$ cat src/rtl/mem_arb.sv
// Two-port memory arbiter/sequencer for the LC2K core.
// Accepts fetch reads and data loads/stores and runs one access at a time through
// IDLE -> ACCESS -> RESP. Each access then returns a one-cycle response pulse.
// Build option: define MEM_ARB_RR_EN for round-robin arbitration between the two ports.
// Without it, the data port always wins contention.
module mem_arb #(
  parameter int unsigned ADDR_LIMIT = 65536,
  parameter int unsigned DATA_W     = 32
) (
  input  logic              clk,
  input  logic              rst,
  input  logic              if_req_valid,
  input  logic [31:0]       if_req_addr,
  output logic              if_req_ready,
  output logic              if_resp_valid,
  output logic [DATA_W-1:0] if_resp_data,
  input  logic              d_req_valid,
  input  logic              d_req_we,
  input  logic [31:0]       d_req_addr,
  input  logic [DATA_W-1:0] d_req_wdata,
  output logic              d_req_ready,
  output logic              d_resp_valid,
  output logic [DATA_W-1:0] d_resp_data,
  output logic [31:0]       mem_addr,
  output logic              mem_we,
  output logic [DATA_W-1:0] mem_wdata,
  input  logic [DATA_W-1:0] mem_rdata,
  output logic              addr_err
);

  typedef enum logic [1:0] {StIdle, StAccess, StResp} state_e;

  state_e            state_q;
  logic              grant_data_q;  // 1 = current access belongs to the data port
  logic              we_q;
  logic              in_range_q;
  logic [DATA_W-1:0] resp_data_q;
  logic              if_resp_q;
  logic              d_resp_q;

  logic              d_pri;         // data port wins when both ports are valid
  logic              contention;
  logic              if_hs;
  logic              d_hs;
  logic [31:0]       req_addr;
  logic              req_in_range;

`ifdef MEM_ARB_RR_EN
  logic last_grant_q;  // 1 = data port was granted most recently
  assign d_pri = ~last_grant_q;
`else
  assign d_pri = 1'b1;
`endif

  // Ready/handshake decode: only IDLE accepts, and the loser of contention sees ready low.
  always_comb begin
    contention   = if_req_valid & d_req_valid;
    if_req_ready = 1'b0;
    d_req_ready  = 1'b0;
    if (state_q == StIdle && !rst) begin
      if_req_ready = ~(contention & d_pri);
      d_req_ready  = ~(contention & ~d_pri);
    end
    if_hs        = if_req_valid & if_req_ready;
    d_hs         = d_req_valid & d_req_ready;
    req_addr     = d_hs ? d_req_addr : if_req_addr;
    req_in_range = req_addr < 32'(ADDR_LIMIT);
  end

  // Sequencer: latch a granted request, run the memory cycle, then pulse the response.
  always_ff @(posedge clk) begin
    if (rst) begin
      state_q      <= StIdle;
      grant_data_q <= 1'b0;
      we_q         <= 1'b0;
      in_range_q   <= 1'b0;
      resp_data_q  <= '0;
      if_resp_q    <= 1'b0;
      d_resp_q     <= 1'b0;
      mem_addr     <= '0;
      mem_wdata    <= '0;
      addr_err     <= 1'b0;
`ifdef MEM_ARB_RR_EN
      last_grant_q <= 1'b0;
`endif
    end else begin
      unique case (state_q)
        StIdle: begin
          if (d_hs || if_hs) begin
            grant_data_q <= d_hs;
            we_q         <= d_hs & d_req_we;
            in_range_q   <= req_in_range;
            mem_addr     <= req_addr;
            // Fetches carry no write data, so the last store data is left in place.
            if (d_hs) mem_wdata <= d_req_wdata;
            if (!req_in_range) addr_err <= 1'b1;
`ifdef MEM_ARB_RR_EN
            last_grant_q <= d_hs;
`endif
            state_q <= StAccess;
          end
        end
        StAccess: begin
          resp_data_q <= (we_q || !in_range_q) ? '0 : mem_rdata;
          if_resp_q   <= ~grant_data_q;
          d_resp_q    <= grant_data_q;
          state_q     <= StResp;
        end
        StResp: begin
          if_resp_q <= 1'b0;
          d_resp_q  <= 1'b0;
          state_q   <= StIdle;
        end
        default: state_q <= StIdle;
      endcase
    end
  end

  // Write strobe is combinational so a reset arriving mid-access blocks the write that cycle.
  assign mem_we        = (state_q == StAccess) & we_q & in_range_q & ~rst;
  assign if_resp_valid = if_resp_q;
  assign d_resp_valid  = d_resp_q;
  assign if_resp_data  = resp_data_q;
  assign d_resp_data   = resp_data_q;

endmodule
$ cat config.mk
export PLATFORM = sky130hd
export DESIGN_NAME = mem_arb
export DESIGN_NICKNAME = d
export VERILOG_FILES = /design/src/rtl/mem_arb.sv
export SDC_FILE = /design/constraint.sdc
export NUM_CORES = 1
export LEC_CHECK = 0
export CAP_MARGIN = 20
export CORE_UTILIZATION = 41
export DETAILED_ROUTE_END_ITERATION = 10
export PLACE_DENSITY = 0.87
export SYNTH_ARGS = -nofsm -noshare
export SYNTH_HDL_FRONTEND = slang
export SYNTH_SLANG_ARGS = --single-unit
$ cat constraint.sdc
create_clock -name clk -period 5.12 [get_ports clk]
set_clock_uncertainty 0.2 [all_clocks]
set_input_delay 1.024 -clock clk [delete_from_list [all_inputs] [get_ports clk]]
set_output_delay 1.024 -clock clk [all_outputs]
set_load 0.01 [all_outputs]
* Yosys cells after proc, flatten, opt, wreduce, memory -nomap -nowiden
Index checks and enable logic that the tools add are counted.
** Storage, ports and cells
- Flip-flop bits (word level) :: 104
- Input bits :: 133
** Cells by class
- Magnitude comparators :: 1
- Equality and inequality tests :: 3
- Muxes and demuxes :: 8
- Bitwise gates (word level) :: 11
- Reduce and logical (&&, ||, !) cells :: 10
** Operators with widths (count)
- $mux 32 :: 2
- $lt 32x17->1 const B :: 1
- $and 1x1->1 :: 7
- $reduce_and 3->1 :: 2
- $not 1->1 :: 4
- $pmux 1 s2 :: 2
- $pmux 2 s2 :: 1
- $eq 2x1->1 const B :: 1
- $eq 2x2->1 const B :: 1
- $logic_not 1->1 :: 2
- $logic_not 2->1 :: 1
- $logic_or 1x1->1 :: 2
- $mux 1 :: 2
- $mux 2 :: 1
- $ne 2x1->1 const B :: 1
- $reduce_and 2->1 :: 1
- $reduce_bool 2->1 :: 1
- $logic_and 1x1->1 :: 1

* Logic depth before layout (Yosys ltp)
Gate-level depths: netlist (run 1).
- Depth in word-level cells :: 8
- Gate-level depth with buffers :: 9
- Mapped depth without buffers :: 7

* Worst setup path before layout (run 1)
Ideal clock, no wire load.
- Kind :: input port to output port
- From :: input port rst
- To :: output port mem_we
- Arrival time :: 1841 ps
- Data required time :: 3896 ps
- Slack :: 2055 ps
- Stages on the path :: 4
- Buffers on the path :: 3
- Path through :: buf_6 -> clkbuf_1 -> clkbuf_1 -> nor3b_1
** Between the ends
- Cells in the longest elaborated chain, start to end :: 2
** RTL lines
- start: declaration :: line 11 : input logic rst,
- $not 1->1 :: line 120 : assign mem_we = (state_q == StAccess) & we_q & in_range_q & ~rst;
- $and 1x1->1 :: line 120
- end: declaration :: line 25 : output logic mem_we,
No other way between the ends.

* Final worst setup path (run 1)
- From :: input port d_req_valid
- To :: output port if_req_ready
** Between the ends
- Cells in the longest elaborated chain, start to end :: 3
** RTL lines
- start: declaration :: line 17 : input logic d_req_valid,
- $and 1x1->1 :: line 57 : contention = if_req_valid & d_req_valid;
- $not 1->1 :: line 61 : if_req_ready = ~(contention & d_pri);
- $mux 1 :: line 60 : if (state_q == StIdle && !rst) begin
- end: declaration :: line 14 : output logic if_req_ready,
No other way between the ends.

==> results of run 1 <==
-- power by group --
| group | internal [mW] | switching [mW] |
|---|---|---|
| Clock | 0.184 | 0.296 |
| Combinational | 0.385 | 0.344 |
| Sequential | 0.910 | 0.0610 |
| Total | 1.48 | 0.701 |
-- sequential cells by signal (all words and copies together), names as in the netlist --
signal         flops
mem_wdata         32
d_resp_data       32
d_resp_valid       1
grant_data_q       1
mem_addr          32
if_resp_valid      1
in_range_q         1
we_q               1
state_q            2
addr_err           1
-- worst min-delay path, cell delays in order (launching register included) --
cell and delay (ns):
dfxtp_1 0.32, inv_1 0.04, o21ai_0 0.07
-- stage by stage --
| step | total power [mW] | setup slack, ns |
|---|---|---|
| floorplan | 1.34 | 2.05 |
| CTS | 2.19 | 1.55 |
| finish | 2.18 | 1.54 |
| global route | 2.29 | 1.44 |
| detailed placement | 1.71 | 1.55 |
| global placement | 1.68 | 1.58 |
-- logic make-up after synthesis --
kind of cell | synth area share, %
fa+ha+maj | 1.39
compound gates | 12.4
buf+inv | 9.67
simple gates | 29.6
mux | 0.667
flops | 46.2
-- cell usage after synthesis (5+ instances only) --
| cell type | number |
|---|---|
| nor2b_1 | 32 |
| nor4_1 | 8 |
| buf_4 | 32 |
| clkbuf_1 | 18 |
| a21oi_1 | 34 |
| a311oi_2 | 10 |
| buf_2 | 13 |
| ha_1 | 5 |
| a311oi_1 | 22 |
| dfxtp_1 | 104 |
| nor2_1 | 72 |
| nand2_1 | 130 |
| nand3b_1 | 33 |
-- routing by layer --
layer  GRT usage, %  part of all wire, %  vias up
li1               -                    -     2196
met5              0                    0        -
met2           44.6                   51      209
met4           6.36                  1.5        0
met1           28.1                   39     2139
met3           7.29                  8.2       17
-- cell type report --
cell class              count  area (um2)
well taps                 136         170
fillers                   861        3310
multi-input cells         366        1990
flip-flops and latches    104        2080
clock inverters             6        52.6
repair buffers            271        2720
inverters                   4        17.5
clock buffers              10         128
-- worst paths after layout --
path                           start                        to  slack (ns)  cells after the start
max reg2reg  state_q[0]$_SDFFE_PP0P_  mem_addr[8]$_SDFFE_PP0P_        2.51                      7
min            addr_err$_SDFFE_PP0P_     addr_err$_SDFFE_PP0P_        0.28                      2
max                      d_req_valid              if_req_ready        1.54                      3
min reg2reg    addr_err$_SDFFE_PP0P_     addr_err$_SDFFE_PP0P_        0.28                      2
==> impl_metrics.yaml, run 1 <==
cells_and_area:
  area_delta_synth_final_pct: 58.9
  fin_util_pct: 68.4
  fin_cells: 897
  finalNetCount: 894
  final_cell_mix: "clkdlybuf4s50_1, nand2_1, dfxtp_1"
  drive_gt1_share_pct: 4.86
  antenna_cells: 0
  final_common_cell: "clkdlybuf4s50_1"
  stdcell_area_um2: 7150
synthesis:
  syn_avg_cell_area_um2: 8.29
  synth_top_cell_area_share_pct: 46.2
  synth_async_sr_flop_share_pct: 0
  ys_ff_latch: 104
  synth_edf_count: 0
  yosys_warnings: 0
  syn-num-nets: 681
  netlist_instances: 543
  synth-seq-area-share_pct: 46.2
  synth_ff_type: "dfxtp_1"
  synthesis.area_um2: 4500
  yosysTopAreaCell: "dfxtp_1"
  yosys-top-cells-area: "dfxtp_1, nand2_1, nor2_1, nand3b_1, buf_4"
  ys_types: 29
place:
  dpl.hpwl_um: 10700
  placement.io_buffers: 266
  place_area_um2: 6950
  gp_congestion: 0.933
  dp.cells: 880
routing:
  drc_errors: 0
  vias_per_cell: 5.08
  drt_wl_total_um: 14500
  drt_first_pass_iters: 4
  dr.first_iter.drc_count: 191
  wl_per_cell_um: 16.2
  vias: 4561
  ant_nets: 0
floorplanning:
  rows: 37
  ios: 267
  die-area_um2: 11400
  die_h_um: 107
  die_x_um: 107
  core_um2: 10500
  start_util_pct: 43.0
grt:
  grt_pass1_wl_um: 22400
  antenna_found_initial: 0
  grt.total_usage_pct: 24.6
  grt_pass1_vias: 4504
  gr-total-overflow: 0
  grt_max_degree: 67
setup_path:
  cp_max_fo: 7
  crit_path_start_kind: "primary input"
  crit_family: "buffers and inverters"
  endpoint_kind: "output pin"
  cp_cell_sequence: "clkdlybuf4s50_1 > a21oi_1 > clkdlybuf4s50_1"
  crit_required_ns: 3.90
  path_buf_inv: 2
  crit_arrival_ns: 2.35
  slowest_delay_ns: 0.57
  cp_slowest_cell: "clkdlybuf4s50_1"
  cpMostUsedCell: "clkdlybuf4s50_1"
  critical_path_class: "primary input to output pin"
timing:
  drv_slew: 0
  rsz0062_at_grt: "false"
  hold_viol_final: 0
  post-route-min-period_ns: 3.58
  finalSetupViolCount: 0
  fin_crit_sh_pct: 69.9
  final.setup.tns_ns: 0
  max_freq_ghz: 0.280
  hold_slack_ns: 0.281
  max-slew-margin-rel_pct: 41.4
  tightest_slew_ns: 0.877
clocking:
  cts_resized: 0
  root_buffer: "clkbuf_8"
  clk_path_buf_depth: 2
  cts_made_buffers: 9
  cts.htree.levels: 3
  cts_setup_buffers: 0
  cts_hold_buf: 0
  cts_num_sinks: 104
  clkTransAtPathRegs_ns: 0.09
  cts_tree: "yes"
  clock_latency_ns: 0.36
pwr:
  p_per_area_nw_per_um2: 305
  leakagePower_nw: 2.77
  ir_drop_mv: 0.197
outcome:
  status: "finished clean"
worst_hold_path:
  hold_path_class: "flip-flop to flip-flop"
job:
  cap_violations: 0
(Power assumes the default switching activity.)
==> inputs of run 2 (changes only) <==
--- a/config.mk
+++ b/config.mk
@@ -6,9 +6,9 @@
 export NUM_CORES = 1
 export LEC_CHECK = 0
 export CAP_MARGIN = 20
-export CORE_UTILIZATION = 41
+export CORE_UTILIZATION = 34
 export DETAILED_ROUTE_END_ITERATION = 10
-export PLACE_DENSITY = 0.87
+export PLACE_DENSITY = 0.77
 export SYNTH_ARGS = -nofsm -noshare
 export SYNTH_HDL_FRONTEND = slang
 export SYNTH_SLANG_ARGS = --single-unit
==> constraint.sdc (replaced) <==
create_clock -name clk -period 3.25 [get_ports clk]
set_clock_uncertainty 0.2 [all_clocks]
set_input_delay 0.65 -clock clk [delete_from_list [all_inputs] [get_ports clk]]
set_output_delay 0.65 -clock clk [all_outputs]
set_load 0.01 [all_outputs]
==> run 2 against run 1 <==
Against the previous run: first-iteration DRC count is 70% higher; non-clock buffer count is 3 higher; highest routed layer unchanged; sequential power is 57% higher; count of clock-buffer cells in the layout stayed put; wire length is 2.9% lower; clock power is 140% higher; setup slack worse by 1.1 ns; via count is 1.7% lower; critical path depth stayed put; die area is 20% higher; critical endpoint unchanged.
==> impl_metrics.yaml, run 2 (synthesized netlist as in run 1, its figures left out) <==
pwr:
  p_per_area_nw_per_um2: 517
  power_mw: 3.80
  p_int_mw: 2.72
  leakagePower_nw: 2.85
  p_comb_share_pct: 30.1
  power.switching_mw: 1.08
  clkPwrFrac_pct: 29.8
  ir_drop_mv: 0.346
  p_sw_share_pct: 28.5
  p_seq_share_pct: 40.1
floorplanning:
  die_x_um: 117
  die_h_um: 117
  start_util_pct: 35.2
  core_um2: 12800
  die-area_um2: 13700
  ios: 267
  rows: 41
cells_and_area:
  finalNetCount: 897
  fin_util_pct: 57.5
  final_cell_mix: "clkdlybuf4s50_1, nand2_1, dfxtp_1"
  final_common_cell: "clkdlybuf4s50_1"
  nFillCells: 1118
  multiInputGateArea_um2: 1990
  area_delta_synth_final_pct: 63.1
  regArea_um2: 2080
  antenna_cells: 0
  drive_gt1_share_pct: 5.11
routing:
  ant_nets: 0
  wl_per_cell_um: 15.1
  drt_first_pass_iters: 4
  dr.first_iter.drc_count: 325
  vias_per_cell: 4.80
  drt_wl_total_um: 14100
  vias: 4485
  drc_errors: 0
timing:
  hold_viol_final: 0
  fin_crit_sh_pct: 86.0
  max-slew-margin-rel_pct: 58.1
  finalSetupViolCount: 0
  rsz0062_at_grt: "false"
  drv_slew: 0
  max_freq_ghz: 0.358
  final.setup.tns_ns: 0
  post-route-min-period_ns: 2.80
  tightest_slew_ns: 0.628
  hold_slack_ns: 0.274
outcome:
  status: "finished clean"
clocking:
  cts_made_buffers: 9
  cts_hold_buf: 0
  clock_latency_ns: 0.33
  cts_tree: "yes"
  clkTransAtPathRegs_ns: 0.06
  cts_num_sinks: 104
  clk_path_buf_depth: 2
  cts_setup_buffers: 0
  cts.htree.levels: 3
  cts_resized: 0
  root_buffer: "clkbuf_16"
grt:
  gr-total-overflow: 0
  grt_max_degree: 65
  grt_pass1_vias: 4341
  antenna_found_initial: 0
  grt.total_usage_pct: 20.3
  grt_pass1_wl_um: 21700
job:
  cap_violations: 0
place:
  dpl.hpwl_um: 10400
  gp_congestion: 0.866
  placement.io_buffers: 266
setup_path:
  endpoint_kind: "output pin"
  crit_arrival_ns: 1.95
  cp_max_fo: 7
  critical_path_class: "primary input to output pin"
  crit_path_start_kind: "primary input"
  crit_required_ns: 2.40
worst_hold_path:
  hold_path_class: "flip-flop to flip-flop"
-- run 2: cell types whose count changed in the layout (fill, tap and decap cells not counted) --
cell        delta
clkbuf_8       -9
buf_8          -1
buf_4          +4
clkinv_2       +1
inv_8          -1
clkinv_4       -2
clkbuf_16      +9
bufinv_16      +2
clkinvlp_4     -1
-- run 2: final cells by class --
cell class,count,area share (%)
clock buffer,10,3.12
sequential,104,28.3
tap,172,2.93
clock inverter,5,1.11
multi-input combinational,366,27.1
inverter,4,0.239
timing repair buffer,274,37.2
-- run 2: worst max-delay path, cell delays in order --
cell	delay, ns
clkdlybuf4s50_1	0.52
a21oi_1	0.20
clkdlybuf4s50_1	0.58
-- run 2: per-layer routing --
layer	vias up	wire [um]	GRT usage (%)
met2	204	6930	36.1
li1	2201	-	-
met5	-	0	0
met3	25	1140	5.92
met1	2055	5710	23.0
met4	0	342	7.59
-- run 2: final timing paths --
path / startpoint / endpoint / slack [ns] / cells past startpoint
min reg2reg: addr_err$_SDFFE_PP0P_ / addr_err$_SDFFE_PP0P_ / 0.27 / 2
min: addr_err$_SDFFE_PP0P_ / addr_err$_SDFFE_PP0P_ / 0.27 / 2
max: d_req_valid / if_req_ready / 0.45 / 3
max reg2reg: state_q[1]$_SDFFE_PP0P_ / mem_addr[18]$_SDFFE_PP0P_ / 1.09 / 7
-- run 2: metrics by stage --
step / setup WS, ns / instances / instance area [um2]
floorplan: 0.933 / 543 / 4500
finish: 0.454 / 935 / 7340
CTS: 0.444 / 935 / 7340
global placement: 0.450 / 920 / 7030
global route: 0.362 / 935 / 7340
detailed placement: 0.462 / 920 / 7030
-- run 2: power by group through the flow --
| stage | clock network, mW | logic [mW] | registers (mW) |
|---|---|---|---|
| after detailed placement | 0 | 1.15 | 1.55 |
| after global routing | 1.22 | 1.25 | 1.54 |
| after floorplan | 0 | 0.493 | 1.61 |
| final | 1.13 | 1.14 | 1.52 |
| after global placement | 0 | 1.13 | 1.54 |
| after CTS | 1.17 | 1.15 | 1.52 |
==> RTL change 1, RTL diff (settings of run 2) <==
Build with the macro `MEM_ARB_RR_EN` defined.
--- a/src/rtl/mem_arb.sv
+++ b/src/rtl/mem_arb.sv
@@ -3,6 +3,8 @@
 // IDLE -> ACCESS -> RESP. Each access then returns a one-cycle response pulse.
 // Build option: define MEM_ARB_RR_EN for round-robin arbitration between the two ports.
 // Without it, the data port always wins contention.
+`define MEM_ARB_RR_EN
+
 module mem_arb #(
   parameter int unsigned ADDR_LIMIT = 65536,
   parameter int unsigned DATA_W     = 32
Behaviour: not the same (Yosys sat finds a counterexample within 4 cycles, from zero or initial values and one cycle with rst high).
==> RTL change 1 against run 2 <==
  * Worst hold slack worse by 21 ps
  * Area after synthesis is 2.1% lower
  * Sequential cell count stayed put
  * Core utilization is 0.67 points higher
  * Global-route usage is 0.59 points lower
  * Final cell count is 2.2% lower
  * Critical path depth is 3 higher
  * Power is 4.6% lower
  * Count of clock-buffer cells in the layout is 3 higher
  * Cell area hardly changed
  * Register-to-register slack worse by 280 ps
  * Routed wire length is 6.2% lower
  * Setup slack worse by 93 ps
  * Critical endpoint is now d_req_ready
  * Largest cell class unchanged
  * Largest power group unchanged
==> RTL change 1: results (changes against run 2) <==
- Status: complete, no violations
- Count of unique library cells instantiated by Yosys: 33 (+14%)
- Synthesized net count: 652 (-4.3%)
- Post-Place Cells: 898 (-2.4%)
- Final worst slack: 361.2 ps (-92.99 ps)
- Leakage power figure: 2.815 nW (-1.2%)
- Layout filler cell count: 1103 (-1.3%)
- Sequential element share of the synthesized area: 47.25% (+1.0 points)
- Reg-to-reg slack, setup: 810 ps (-280 ps)
- Fraction of layout instances using a drive strength above 1: 5.660% (+0.55 points)
- First-pass GRT wire length: 20.43 mm (-5.7%)
- Total routing usage reported by global routing: 19.70% (-0.59 points)
- Worst vdd ir: 0.2917 mV (-16%)
- Mux cell area share after synthesis: 7.496% (+6.8 points)
- Number of DRC violations after detailed-routing iteration 0: 144 (-56%)
- Gp weighted congestion: 0.8257 (-4.6%)
- Pin slew with the least headroom to its limit: 772.7 ps (+144.5 ps)
- Pin count of the biggest net entering global routing: 73 (+12%)
- Capturing element of the worst setup path: d_req_ready
- Syn Area/Cell: 8.573 µm² (+3.4%)
- CP Max Fanout: 4 (-3)
- Pre-CTS WS: 349.5 ps (-112.0 ps)
- Placed standard-cell area: 0.007010 mm² (-0.34%)
- Critical path arrival: 2040 ps (+90 ps)
- Net count of the finished layout: 875 (-2.5%)
[RTL change 1: cells by family (layout without fill, tap and decap cells)]
| logic type | after synthesis | in the layout |
|---|---|---|
| and+or+nand+nor | 191 | 191 |
| DFF | 104 | 104 |
| muxes | 33 | 33 |
| buffers and inverters | 74 | 302 |
| adders and majority gates | 5 | 5 |
| AOI/OAI and AO/OA | 107 | 107 |
[RTL change 1: final cells by class]
cell class | count | area [µm²] | share of cell area [%]
multi-input cells | 336 | 1891 | 25.75
flip-flops and latches | 104 | 2082 | 28.36
inverters | 6 | 22.52 | 0.3068
clock buffers | 13 | 240.2 | 3.273
well taps | 172 | 215.2 | 2.932
clock inverters | 3 | 90.09 | 1.227
repair buffers | 280 | 2800 | 38.15
[RTL change 1: metrics by stage]
| stage | utilization (%) | hold WS, ps |
|---|---|---|
| after CTS | 58.17 | 258.2 |
| after detailed placement | 55.55 | 248.5 |
| after floorplan | - | 260.1 |
| after global routing | 58.17 | 274.6 |
| final | 58.17 | 253.5 |
| after global placement | 55.55 | 242.5 |
[RTL change 1: power by group]
| part | internal (mW) | switching [mW] |
|---|---|---|
| registers | 1.40 | 0.0729 |
| logic | 0.512 | 0.428 |
| clock network | 0.755 | 0.454 |
| total | 2.67 | 0.955 |
[RTL change 1: how the worst min path moves through the flow]
stage,cells after the start,slack [ps],end,from
3_3_place_gp,2,240,mem_wdata[1]$_SDFFE_PP0P_,mem_wdata[1]$_SDFFE_PP0P_
2_1_floorplan,2,260,state_q[1]$_SDFFE_PP0P_,state_q[1]$_SDFFE_PP0P_
6_report,2,250,mem_wdata[3]$_SDFFE_PP0P_,mem_wdata[3]$_SDFFE_PP0P_
4_1_cts,2,260,mem_wdata[3]$_SDFFE_PP0P_,mem_wdata[3]$_SDFFE_PP0P_
3_5_place_dp,2,250,mem_wdata[28]$_SDFFE_PP0P_,mem_wdata[28]$_SDFFE_PP0P_
5_1_grt,2,270,mem_wdata[25]$_SDFFE_PP0P_,mem_wdata[25]$_SDFFE_PP0P_
[RTL change 1: critical path: cells and delay by family, from the launching register on]
| kind | cells | cell delay [ps] |
|---|---|---|
| adder cells (fa/ha/maj) | 1 | 240 |
| flip-flops | 1 | 330 |
| AND/OR/NAND/NOR | 1 | 210 |
| AO/OA/AOI/OAI | 1 | 160 |
| buffers and inverters | 3 | 760 |
[RTL change 1: layer usage]
layer	track usage, %	vias up	routed length [µm]
met5	0	-	0
met4	7.863	0	223
met3	6.328	16	1204
met2	35.44	185	6606
met1	21.34	1980	5210
li1	-	2142	-
==> RTL change 2, RTL diff (settings of run 2) <==
Without the edit above. Reset style: asynchronous (`rst`), changed in one clocked block.
--- a/src/rtl/mem_arb.sv
+++ b/src/rtl/mem_arb.sv
@@ -68,7 +68,7 @@
   end
 
   // Sequencer: latch a granted request, run the memory cycle, then pulse the response.
-  always_ff @(posedge clk) begin
+  always_ff @(posedge clk or posedge rst) begin
     if (rst) begin
       state_q      <= StIdle;
       grant_data_q <= 1'b0;
Behaviour: differs if rst is asserted again (counterexample within 4 cycles, from zero or initial values and one cycle with rst high); with rst held inactive, the same outputs for 4 cycles.
==> RTL change 2 against run 2 <==
  * Highest routed layer unchanged
  * Cell area grew 3.1%
  * Global-route usage shrank 1.7 points
  * Via count shrank 14%
  * Area after synthesis grew 5.0%
  * Setup slack lost 220 ps
  * Critical path type unchanged
  * Synthesized cell count shrank 33%
  * Routed wire length shrank 6.8%
  * Worst hold slack gained 37 ps
  * Sequential cell count is the same
Power is not compared: it rests on default switching activity, and its combinational part moved more than twofold at a synthesized area within 25%.
==> RTL change 2: results (changes against run 2) <==
- Status: complete, no violations
- Capture point of the worst reg-to-reg path: we_q$_DFFE_PP0P_
- Count of cells along the worst hold path: 1 (-1)
- Synthesized net count: 503 (-26%)
- Net count of the finished layout: 734 (-18%)
- DR vias/cell: 4.950 (+3.2%)
- Placed standard-cell area: 0.007289 mm² (+3.6%)
- Count of inverters other than clock inverters in the layout: 6 (+2)
- Min-delay src: mem_wdata[6]$_DFFE_PP0P_
- Fraction of registers with async set/reset: 100.0% (+100 points)
- 1st-pass router iterations: 5 (+1)
- Via count of the first global-routing pass: 3969 (-8.6%)
- Combined area of all synthesized cells: 0.004728 mm² (+5.0%)
- Area of the multi-input gates: 0.001685 mm² (-15%)
- Layout filler cell count: 1107 (-0.98%)
- Worst Setup SP: rst
- Met3 routing resource usage after global routing: 3.755% (-2.2 points)
- Number of DRC violations after detailed-routing iteration 0: 172 (-47%)
- Startpoint of the worst-slack reg-to-reg timing path: state_q[0]$_DFFE_PP0P_
- CP Max Fanout: 15 (+8)
- Share of the synthesized area in compound gates (AO/OA/AOI/OAI): 13.87% (+1.5 points)
- Count of unique library cells instantiated by Yosys: 31 (+6.9%)
- Pin count of the biggest net entering global routing: 56 (-14%)
- Hold path endpoint: mem_wdata[6]$_DFFE_PP0P_
- Ratio of final minimum period to clock period: 92.91% (+6.9 points)
- First-pass GRT wire length: 20.92 mm (-3.4%)
- Number of buffers other than clock buffers in the final layout: 275 (+0.36%)
- Register fraction of the total cell area: 34.36% (+6.0 points)
- Critical path arrival: 2170 ps (+220 ps)
- Met2 WL: 6.792 mm (-2.0%)
- Wire length on met1: 5.222 mm (-8.5%)
- Sequential element share of the synthesized area: 55.04% (+8.8 points)
- Gp weighted congestion: 0.8596 (-0.72%)
- Clock network area share: 3.766% (-0.46 points)
- Final wirelength: 13.16 mm (-6.8%)
- Total number of vias: 3846 (-14%)
- Post-detailed-placement half-perimeter wirelength: 10.11 mm (-2.9%)
- Global routing met2 resource utilization: 33.15% (-2.9 points)
- Fraction of layout instances using a drive strength above 1: 10.65% (+5.5 points)
- Met3 wire length: 946 µm (-17%)
- Number of standard cells after synthesis: 365 (-33%)
- Arithmetic-cell share of the synthesized area counting full adders, half adders and majority gates: 1.323% (-0.067 points)
- Slew HR: 30.97% (-27 points)
- Post-detailed-route DRC marker count: 0 (unchanged)
- Pre-CTS WS: 240.5 ps (-221.0 ps)
- Capturing element of the worst setup path: d_req_ready
- GR Layer Usage met1: 22.18% (-0.79 points)
- Post-Place Cells: 761 (-17%)
- Number of combinational gates with multiple inputs: 200 (-45%)
- Total routing usage reported by global routing: 18.58% (-1.7 points)
- Layout non-clock buf frac: 36.37% (-0.83 points)
- Mux cell area share after synthesis: 17.33% (+17 points)
- Reg-to-reg slack, setup: 960 ps (-130 ps)
## RTL change 2: cell count changes in the layout (fill, tap and decap cells not counted), moves of 32 or more
cell and delta:
nand2_1 -127, dfxtp_1 -104, a22o_1 +33, nor2b_1 -32, nor2_1 -68, dfrtp_1 +104
## RTL change 2: cells by family (layout without fill, tap and decap cells)
logic type	after synthesis	after routing
AO/OA/AOI/OAI	104	104
flip-flops	104	104
multiplexers	67	67
buffers and inverters	61	297
AND/OR/NAND/NOR	24	24
adder cells (fa/ha/maj)	5	5
## RTL change 2: metrics by stage
| step | util [%] | hold WS, ps |
|---|---|---|
| 3_5_place_dp | 54.40 | 293.1 |
| 5_1_grt | 56.53 | 332.7 |
| 6_report | 56.53 | 311.3 |
| 2_1_floorplan | - | 272.5 |
| 3_3_place_gp | 54.40 | 290.7 |
| 4_1_cts | 56.53 | 309.9 |
